<file path="src/rtl/wb_arbiter_pkg.sv">
// rtl/wb_arbiter_pkg.sv - shared constants and types for the register-file write arbiter
package wb_arbiter_pkg;

  localparam int XLEN = 32;
  localparam int RA_W = 5;
  localparam logic [RA_W-1:0] X0 = '0;

  typedef struct packed {
    logic            we;
    logic [RA_W-1:0] rd;
    logic [XLEN-1:0] data;
  } wb_req_t;

  function automatic logic [XLEN-1:0] rd_onehot(input logic [RA_W-1:0] rd);
    return XLEN'(1) << rd;
  endfunction

endpackage

</file>
<file path="src/rtl/wb_queue.sv">
// rtl/wb_queue.sv - FPU result FIFO with per-entry live bits, kill-by-rd and head-skip
module wb_queue
  import wb_arbiter_pkg::*;
#(
  parameter int DEPTH = 4
) (
  input  logic            clk,
  input  logic            rst_n,
  input  wb_req_t         push_req,
  input  logic            pop,
  input  logic            kill_en,
  input  logic [RA_W-1:0] kill_rd,
  output wb_req_t         head,
  output logic            empty,
  output logic            full,
  output logic [XLEN-1:0] pending
);

  localparam int AW = $clog2(DEPTH);
  localparam int CW = AW + 1;

  logic [RA_W-1:0] rd_mem   [DEPTH];
  logic [XLEN-1:0] data_mem [DEPTH];
  logic [DEPTH-1:0] live;
  logic [AW-1:0]    rptr, wptr, rptr1, hsel;
  logic [CW-1:0]    count;
  logic             h0_live, h1_live, drop0;
  logic [1:0]       leave_n;

  assign empty   = (count == '0);
  assign full    = (count == CW'(DEPTH));
  assign rptr1   = rptr + 1'b1;
  assign h0_live = !empty && live[rptr];
  assign h1_live = (count >= CW'(2)) && live[rptr1];
  // A dead head is dropped silently so the entry behind it can write in the same cycle.
  assign drop0   = !empty && !live[rptr];
  assign hsel    = h0_live ? rptr : rptr1;
  assign leave_n = {1'b0, drop0} + {1'b0, pop};

  assign head.we   = h0_live || (drop0 && h1_live);
  assign head.rd   = rd_mem[hsel];
  assign head.data = data_mem[hsel];

  always_comb begin
    pending = '0;
    for (int i = 0; i < DEPTH; i++)
      if (live[i]) pending = pending | rd_onehot(rd_mem[i]);
  end

  always_ff @(posedge clk) begin
    if (push_req.we) begin
      rd_mem[wptr]   <= push_req.rd;
      data_mem[wptr] <= push_req.data;
    end
  end

  always_ff @(posedge clk or negedge rst_n) begin
    if (!rst_n) begin
      rptr  <= '0;
      wptr  <= '0;
      count <= '0;
      live  <= '0;
    end else begin
      for (int i = 0; i < DEPTH; i++)
        if (kill_en && rd_mem[i] == kill_rd) live[i] <= 1'b0;
      if (pop) live[hsel] <= 1'b0;
      if (push_req.we) begin
        live[wptr] <= 1'b1;
        wptr       <= wptr + 1'b1;
      end
      rptr  <= rptr + AW'(leave_n);
      count <= count + CW'(push_req.we) - CW'(leave_n);
    end
  end

endmodule

</file>
<file path="src/rtl/wb_arbiter.sv">
// rtl/wb_arbiter.sv - merges pipeline writeback and queued FPU results onto one register-file write port
module wb_arbiter
  import wb_arbiter_pkg::*;
#(
  parameter int DEPTH        = 4,
  parameter int STARVE_LIMIT = 8
) (
  input  logic            clk,
  input  logic            rst_n,
  input  logic            pipe_we,
  input  logic [RA_W-1:0] pipe_rd,
  input  logic [XLEN-1:0] pipe_data,
  input  logic            fpu_valid,
  output logic            fpu_ready,
  input  logic [RA_W-1:0] fpu_rd,
  input  logic [XLEN-1:0] fpu_data,
  output logic            rf_we,
  output logic [RA_W-1:0] rf_addr,
  output logic [XLEN-1:0] rf_data,
  output logic [XLEN-1:0] rd_pending,
  output logic            pipe_stall,
  output logic            proto_err
);

  localparam int SW = $clog2(STARVE_LIMIT + 1);
  localparam logic [SW-1:0] LIM = SW'(STARVE_LIMIT);

  wb_req_t       push_req, head;
  logic          q_empty, q_full;
  logic          pipe_win, fpu_live, pop, bypass;
  logic [SW-1:0] starve, starve_next;

  assign pipe_win  = pipe_we && (pipe_rd != X0);
  assign fpu_ready = !q_full;
  assign fpu_live  = fpu_valid && fpu_ready && (fpu_rd != X0);
  assign pop       = head.we && !pipe_win;
  assign bypass    = fpu_live && !pipe_win && q_empty;

  assign push_req.we   = fpu_live && (pipe_win || !q_empty);
  assign push_req.rd   = fpu_rd;
  assign push_req.data = fpu_data;

  wb_queue #(.DEPTH(DEPTH)) u_queue (
    .clk      (clk),
    .rst_n    (rst_n),
    .push_req (push_req),
    .pop      (pop),
    .kill_en  (pipe_win),
    .kill_rd  (pipe_rd),
    .head     (head),
    .empty    (q_empty),
    .full     (q_full),
    .pending  (rd_pending)
  );

  always_comb begin
    starve_next = starve;
    if (pop || q_empty)
      starve_next = '0;
    else if (head.we && pipe_win && starve < LIM)
      starve_next = starve + 1'b1;
  end

  always_ff @(posedge clk or negedge rst_n) begin
    if (!rst_n) begin
      rf_we      <= 1'b0;
      rf_addr    <= '0;
      rf_data    <= '0;
      starve     <= '0;
      pipe_stall <= 1'b0;
      proto_err  <= 1'b0;
    end else begin
      rf_we      <= pipe_win || pop || bypass;
      starve     <= starve_next;
      pipe_stall <= (starve_next >= LIM);
      proto_err  <= proto_err || (pipe_we && pipe_stall);
      if (pipe_win) begin
        rf_addr <= pipe_rd;
        rf_data <= pipe_data;
      end else if (pop) begin
        rf_addr <= head.rd;
        rf_data <= head.data;
      end else if (bypass) begin
        rf_addr <= fpu_rd;
        rf_data <= fpu_data;
      end
    end
  end

endmodule

</file>
<file path="config.mk">
export PLATFORM = sky130hd
export DESIGN_NAME = wb_arbiter
export DESIGN_NICKNAME = d
export VERILOG_FILES = /design/src/rtl/wb_arbiter_pkg.sv /design/src/rtl/wb_queue.sv /design/src/rtl/wb_arbiter.sv
export SDC_FILE = /design/constraint.sdc
export NUM_CORES = 1
export LEC_CHECK = 0
export BUFFER_PORTS_ARGS = -buffer_cell sky130_fd_sc_hd__buf_2
export CORE_MARGIN = 2
export CORE_UTILIZATION = 52
export DETAILED_ROUTE_END_ITERATION = 8
export MAX_ROUTING_LAYER = met4
export PLACE_DENSITY = 0.76
export SLEW_MARGIN = 40
export SYNTH_ARGS = -nofsm -noshare
export SYNTH_HDL_FRONTEND = slang
export SYNTH_SLANG_ARGS = --single-unit
</file>
<file path="constraint.sdc">
create_clock -name clk -period 2.8 [get_ports clk]
set_input_delay 0.14 -clock clk [delete_from_list [all_inputs] [get_ports clk]]
set_output_delay 0.14 -clock clk [all_outputs]
set_load 0.05 [all_outputs]
</file>
# ---- Word level (Yosys, flattened, before mapping)
# Memory sizes are Yosys's and may differ from the RTL's.
# Cells that the tools add are included.
dict set report totals {
  ramBits 148
  out_inout_bits 73
  n_memories 2
  input_bits 78
  register_bits 55
}
dict set report classes {
  mux 29
  magnitude_cmp 9
  n_bitwise 6
  reduce_logical 34
  n_eq_ne 5
  n_addsub 7
  shift 4
}
# name words word_bits rd rd_ports_with_merged_regs write_ports line
set mem_list {}
lappend mem_list {u_queue.data_mem 4 32 1 0 1 wb_queue.sv:23} ;# logic [XLEN-1:0] data_mem [DEPTH];
lappend mem_list {u_queue.rd_mem 4 5 5 0 1 wb_queue.sv:22} ;# logic [RA_W-1:0] rd_mem [DEPTH];
# cell count
set op_table {}
lappend op_table {{2-to-1 mux 32 bit} 7}
lappend op_table {{<< shifter 1 x 5 -> 32 bit (first input constant)} 4}
lappend op_table {{OR 32 bit} 3}
lappend op_table {{== test 5 bit} 4}
lappend op_table {{logical AND 1 bit} 20}
lappend op_table {{2-to-1 mux 4 bit} 4}
lappend op_table {{2-to-1 mux 5 bit} 3}
lappend op_table {{less-than comparator 2 x 3 -> 1 bit (second input constant)} 4}
lappend op_table {{2-to-1 mux 1 bit} 10}
lappend op_table {{nonzero test 5 bit} 2}
lappend op_table {{logical OR 1 bit} 6}
lappend op_table {{adder 2 x 1 -> 2 bit (second input constant)} 2}
lappend op_table {{adder 4 x 1 -> 4 bit (second input constant)} 1}
lappend op_table {{AND 4 bit} 1}
lappend op_table {{binary-select mux 1 bit (select 2 bit)} 2}
lappend op_table {{demux 1 bit (select 2 bit)} 2}
lappend op_table {{>= comparator 2 x 1 -> 1 bit (second input constant)} 2}
lappend op_table {{>= comparator 4 bit (second input constant)} 1}
lappend op_table {{zero test 1 bit} 4}
lappend op_table {{less-than comparator 4 bit (second input constant)} 1}
lappend op_table {{inverter 4 bit} 1}
lappend op_table {{OR 4 bit} 1}
lappend op_table {{adder 3 x 1 -> 3 bit} 1}
lappend op_table {{== test 3 bit (second input constant)} 1}
lappend op_table {{other kinds (7)} 7}

# ---- Logic depth before layout (Yosys ltp)
dict set report logic_depth {
  depth_word 13
  mapped_depth 15
}

# ---- Hierarchy
# Synthesis repeated with hierarchy kept, for this count alone.
dict set report hier_totals {
  cells_unflattened 888
  hier_area_um2 10903.0
}
# mod cells_each area_per_inst_um2 n_inst seq_area_each_um2
set modules_own_cells {}
lappend modules_own_cells {wb_queue 686 8287.9 1 4719.5}
lappend modules_own_cells {wb_arbiter 202 2615.0 1 1101.1}

# ---- Worst setup path after synthesis
# No wires, ideal clock.
dict set report synth_path {
  path_type {input to register}
  startpoint {input port pipe_rd[1]}
  endpoint {register u_queue.count[2]}
  setup_slack_ns -0.161
  n_path_buf 2
  t_arrival_ns 2.837
  cell_stages 13
  path_cell_list {clkbuf_1 -> or4_1 -> o21a_1 -> or2_1 -> buf_2 -> inv_2 -> ha_1 -> ha_1 -> inv_1 -> ha_1 -> fa_1 -> xor2_1 -> xnor2_1}
}
dict set report synth_between {
  elab_chain_cells 6
  elab_cells_between_ends 9
  classes_between {add/sub: 3; reduce/logical: 6}
}
# item line
set synth_rtl {}
lappend synth_rtl {{start, declared} wb_arbiter.sv:11} ;# input logic [RA_W-1:0] pipe_rd,
lappend synth_rtl {{nonzero test 5 bit (*)} wb_arbiter.sv:33} ;# assign pipe_win = pipe_we && (pipe_rd != X0);
lappend synth_rtl {{logical AND 1 bit (*)} wb_arbiter.sv:33}
lappend synth_rtl {{logical OR 1 bit or zero test 1 bit (tied branches)} {wb_arbiter.sv:39, wb_arbiter.sv:36}}
lappend synth_rtl {{logical AND 1 bit (on tied branches)} {wb_arbiter.sv:39, wb_arbiter.sv:36}}
lappend synth_rtl {{adder 3 x 1 -> 3 bit or adder 1 x 1 -> 2 bit (tied branches)} {wb_queue.sv:72, wb_queue.sv:38}}
lappend synth_rtl {{subtractor 3 x 2 -> 3 bit (*)} wb_queue.sv:72} ;# count <= count + CW'(push_req.we) - CW'(leave_n);
lappend synth_rtl {{end signal, assigned} wb_queue.sv:72}
lappend synth_rtl {{end, declared} wb_queue.sv:26} ;# logic [CW-1:0] count;
# Every way passes the cells marked *; elsewhere a longest branch is shown, timed or not.
# A chain may end at the register's enable or synchronous reset.

# ---- Worst setup path after layout
dict set report layout_path {
  startpoint {register u_queue.rptr[0]}
  endpoint {register u_queue.count[2]}
}
dict set report layout_between {
  elab_chain_cells 9
  elab_cells_between_ends 14
  classes_between {add/sub: 3; mux: 4; reduce/logical: 7}
}
# item line
set layout_rtl {}
lappend layout_rtl {{start, declared} wb_queue.sv:25} ;# logic [AW-1:0] rptr, wptr, rptr1, hsel;
lappend layout_rtl {{start signal, assigned} wb_queue.sv:71} ;# rptr <= rptr + AW'(leave_n);
lappend layout_rtl {{adder 2 x 1 -> 2 bit or binary-select mux 1 bit (select 2 bit) (tied branches)} {wb_queue.sv:32, wb_queue.sv:33, wb_queue.sv:36}}
lappend layout_rtl {{binary-select mux 1 bit (select 2 bit) or 2-to-1 mux 1 bit (tied branches)} {wb_queue.sv:34, wb_queue.sv:33, wb_queue.sv:36}}
lappend layout_rtl {{2-to-1 mux 1 bit (implied by the code) or zero test 1 bit (tied branches)} {wb_queue.sv:34, wb_queue.sv:36}}
lappend layout_rtl {{logical AND 1 bit (on tied branches)} {wb_queue.sv:34, wb_queue.sv:36}}
lappend layout_rtl {{logical AND 1 bit} wb_queue.sv:40} ;# assign head.we = h0_live || (drop0 && h1_live);
lappend layout_rtl {{logical OR 1 bit} wb_queue.sv:40}
lappend layout_rtl {{logical AND 1 bit} wb_arbiter.sv:36} ;# assign pop = head.we && !pipe_win;
lappend layout_rtl {{adder 1 x 1 -> 2 bit (*)} wb_queue.sv:38} ;# assign leave_n = {1'b0, drop0} + {1'b0, pop};
lappend layout_rtl {{subtractor 3 x 2 -> 3 bit (*)} wb_queue.sv:72}
# Every way passes the cells marked *; elsewhere a longest branch is shown, timed or not. The select of a mux whose other input is x is not followed.

==> impl_metrics.json <==
{
  "period_share": 0.988,
  "num_io_pins": 151,
  "synth.avg_cell_area_um2": 10.5,
  "drv_cap": 0,
  "max_freq_mhz": 361,
  "initial_core_util": 0.533,
  "multi_input_area_um2": 4280,
  "crit_slowest_cell": "dfrtp_2",
  "post_drt_wl_per_cell_um": 22.2,
  "pwr-share-seq": 0.286,
  "min_path_type": "primary input to register",
  "num_rows": 51,
  "grt_pass1_wl_mm": 50.8,
  "synthesis.nets": 1087,
  "synth_edf_count": 148,
  "cts-htree-levels": 1,
  "cts_buffers": 22,
  "wl_met1_mm": 13.0,
  "viasPerCell": 6.43,
  "totalWireLength_mm": 32.9,
  "path_class": "register to register",
  "crit_fanout": 6,
  "synth-seq-cells": 203,
  "syn_inst": 998,
  "drt_iter0_markers": 1133,
  "tns_ps": 0,
  "cts_sinks": 203,
  "grt_use_total": 0.311,
  "grt.overflow.total": 0,
  "crit_arrival_ps": 3150,
  "holdWs_ps": 14.1,
  "dpl.hpwl_mm": 19.7,
  "place_area_um2": 11600,
  "cellPowerDensity_nw_per_um2": 1250,
  "synth-warning-count": 0,
  "stdcell_count": 1478,
  "place_inst": 1365,
  "path_cells": "mux2i_2, a32oi_4, a211oi_4, or2_4, inv_4, ha_4, ha_1, inv_1, ha_1, fa_2, xor2_1, xnor2_1",
  "topRoutingLayerUsed": "met4",
  "synth.distinct_cells": 56,
  "clkPwrFrac": 0.179,
  "firstDrtPassIters": 6,
  "nets": 1286,
  "crit_top_cell": "ha_1",
  "syn-cell-area_um2": 10400,
  "slew_headroom": 0.523,
  "area_delta_synth_final_pct": 25.7,
  "clock_latency_ps": 520,
  "cts.clk_slew.worst_paths_ps": 60,
  "yosys_most_used_dff": "edfxtp_1",
  "crit_path_end_kind": "register",
  "p_int_mw": 8.83,
  "core_um2": 19600,
  "place_congestion": 0.955,
  "fin_area_um2": 13100,
  "cts_buffer_depth": 3,
  "drcViolationCount": 0,
  "tightest_slew_ps": 710,
  "cp-start-kind": "register",
  "fin_skew_ps": 25.4,
  "fp.dieH_um": 146,
  "finalHoldViolations": 0,
  "routed-wl-met2_mm": 15.7,
  "met3_length_mm": 3.23,
  "finalSetupViolCount": 0,
  "seqCellArea_um2": 5830,
  "cts_tree": "yes",
  "cp.required_ps": 3190,
  "post-place-ws_ps": -31.0,
  "num_antenna_cells": 0,
  "p_switching_mw": 7.57,
  "min_period_ps": 2770,
  "ys_async_sr_fraction": 0.271,
  "fp.dieArea_um2": 21200,
  "cp_slowest_stage_delay_ps": 430,
  "status": "finished clean",
  "cts_root_buf": "clkbuf_16",
  "grt_max_degree": 54,
  "swShare": 0.461,
  "io_buffers": 150,
  "die_x_um": 146,
  "drive_gt1_frac": 0.220,
  "p_leak_nw": 5.05,
  "seq_area_frac_synth": 0.557,
  "via_count": 9498,
  "antenna_found_initial": 0,
  "first_global_vias": 9364,
  "postRouteAntennaNets": 0,
  "slew_violations": 0,
  "ir_worst_vdd_mv": 0.957,
  "finalWorstSetupSlack_ps": 32.2,
  "comb_power_share": 0.535,
  "nFillCells": 1482
}
==> layer usage <==
layer,vias to the layer above,track usage
li1,4190,-
met1,4572,0.407
met2,642,0.501
met3,94,0.0476
met4,0,0.104
met5,-,-
==> worst max-delay path: cells and delay by family, from the launching register on <==
family / cells / cell delay (ps)
DFF: 1 / 430
xor gates and xnor gates: 2 / 290
buffers and inverters: 2 / 80
muxes: 1 / 280
adders and majority gates: 4 / 1020
AOI/OAI and AO/OA: 2 / 370
and+or+nand+nor: 1 / 180
==> power groups by stage <==
stage | Combinational, mW | Sequential [mW] | Clock (mW)
3_5_place_dp | 8.37 | 4.69 | 0
5_1_grt | 9.44 | 4.76 | 3.07
3_3_place_gp | 8.21 | 4.66 | 0
4_1_cts | 8.54 | 4.64 | 2.95
2_1_floorplan | 5.13 | 5.52 | 0
6_report | 8.77 | 4.69 | 2.94
==> registers in the layout (all words and copies together) (netlist names) <==
name              count
rf_addr               5
starve                4
u_queue.count         3
rf_data              32
u_queue.wptr          2
pipe_stall            1
u_queue.rd_mem       20
u_queue.rptr          2
rf_we                 1
u_queue.data_mem    128
proto_err             1
u_queue.live          4
==> cell usage in the layout (no fill, tap or decap), types with 5 or more instances in the layout <==
cell,count
a31oi_1,10
dlygate4sd3_1,69
nand3_1,55
o21ai_0,50
nor3_1,17
a21oi_1,72
edfxtp_1,148
o211ai_1,7
o22a_1,5
and2_2,5
dfrtp_1,51
nor2b_1,8
buf_12,9
nand2_1,134
or2_2,7
clkinv_2,5
buf_4,39
o221ai_1,40
a221o_1,34
a222oi_1,6
buf_2,150
inv_1,11
xor2_1,12
ha_1,9
a22oi_1,42
a221oi_1,7
nand2b_1,12
nor2_1,70
a32oi_1,10
clkbuf_16,22
nor3b_1,6
xnor2_1,14
==> final cells by class <==
type | instances | area share
inverters | 12 | 0.00362
well taps | 265 | 0.0253
clock buffers | 27 | 0.0441
multi-input cells | 691 | 0.326
clock inverters | 13 | 0.0114
flip-flops and latches | 203 | 0.444
repair buffers | 267 | 0.146
==> worst paths after layout <==
path / startpoint / end / slack [ps] / depth (start not counted)
setup / recovery: u_queue.rptr[0] / u_queue.count[2] / 30 / 12
hold / removal: pipe_data[18] / rf_data[18] / 10 / 3
setup reg to reg: u_queue.rptr[0] / u_queue.count[2] / 30 / 12
hold reg to reg: proto_err / proto_err / 450 / 1
max in group asynchronous: rst_n / rf_data[29] / 1800 / 3
min in group asynchronous: rst_n / rf_data[5] / 200 / 2
==> synthesized netlist by cell type, drive strengths merged, types with 5 or more instances <==
library cell / number / area [um2]
a21oi: 72 / 360
a221o: 34 / 340
a221oi: 7 / 61.3
a222oi: 6 / 60.1
a22oi: 42 / 315
a31oi: 10 / 62.6
a32oi: 11 / 96.3
and2: 7 / 43.8
buf: 38 / 206
clkbuf: 54 / 203
dfrtp: 55 / 1380
edfxtp: 148 / 4440
ha: 10 / 125
inv: 12 / 45.0
nand2: 135 / 507
nand2b: 13 / 81.3
nand3: 56 / 280
nor2: 72 / 270
nor2b: 9 / 56.3
nor3: 20 / 105
nor3b: 6 / 45.0
o211ai: 7 / 52.6
o21ai: 51 / 255
o221ai: 40 / 350
o22a: 5 / 43.8
or2: 8 / 50.1
xnor2: 14 / 123
xor2: 12 / 105
==> cells by family after synthesis <==
| logic type | Yosys count | share of synthesized area |
|---|---|---|
| simple gates | 341 | 0.148 |
| compound gates | 309 | 0.211 |
| flops | 203 | 0.557 |
| buf+inv | 104 | 0.0435 |
| xor+xnor | 26 | 0.0218 |
| fa+ha+maj | 11 | 0.0139 |
| mux | 4 | 0.00503 |
==> stage by stage <==
| step | utilization | power, mW |
|---|---|---|
| global route | 0.670 | 17.3 |
| finish | 0.670 | 16.4 |
| floorplan | - | 10.6 |
| global placement | 0.593 | 12.9 |
| CTS | 0.667 | 16.1 |
| detailed placement | 0.593 | 13.1 |
==> timing repair <==
item,4_1_cts,5_1_grt
setup endpoints to repair,1,1
endpoints found under the hold margin,202,0
buffers inserted,2,2
resized for setup,1,12
pin swaps,1,2
gates cloned,0,0
hold buffers,69,0
Power figures use the tool's default switching activity.
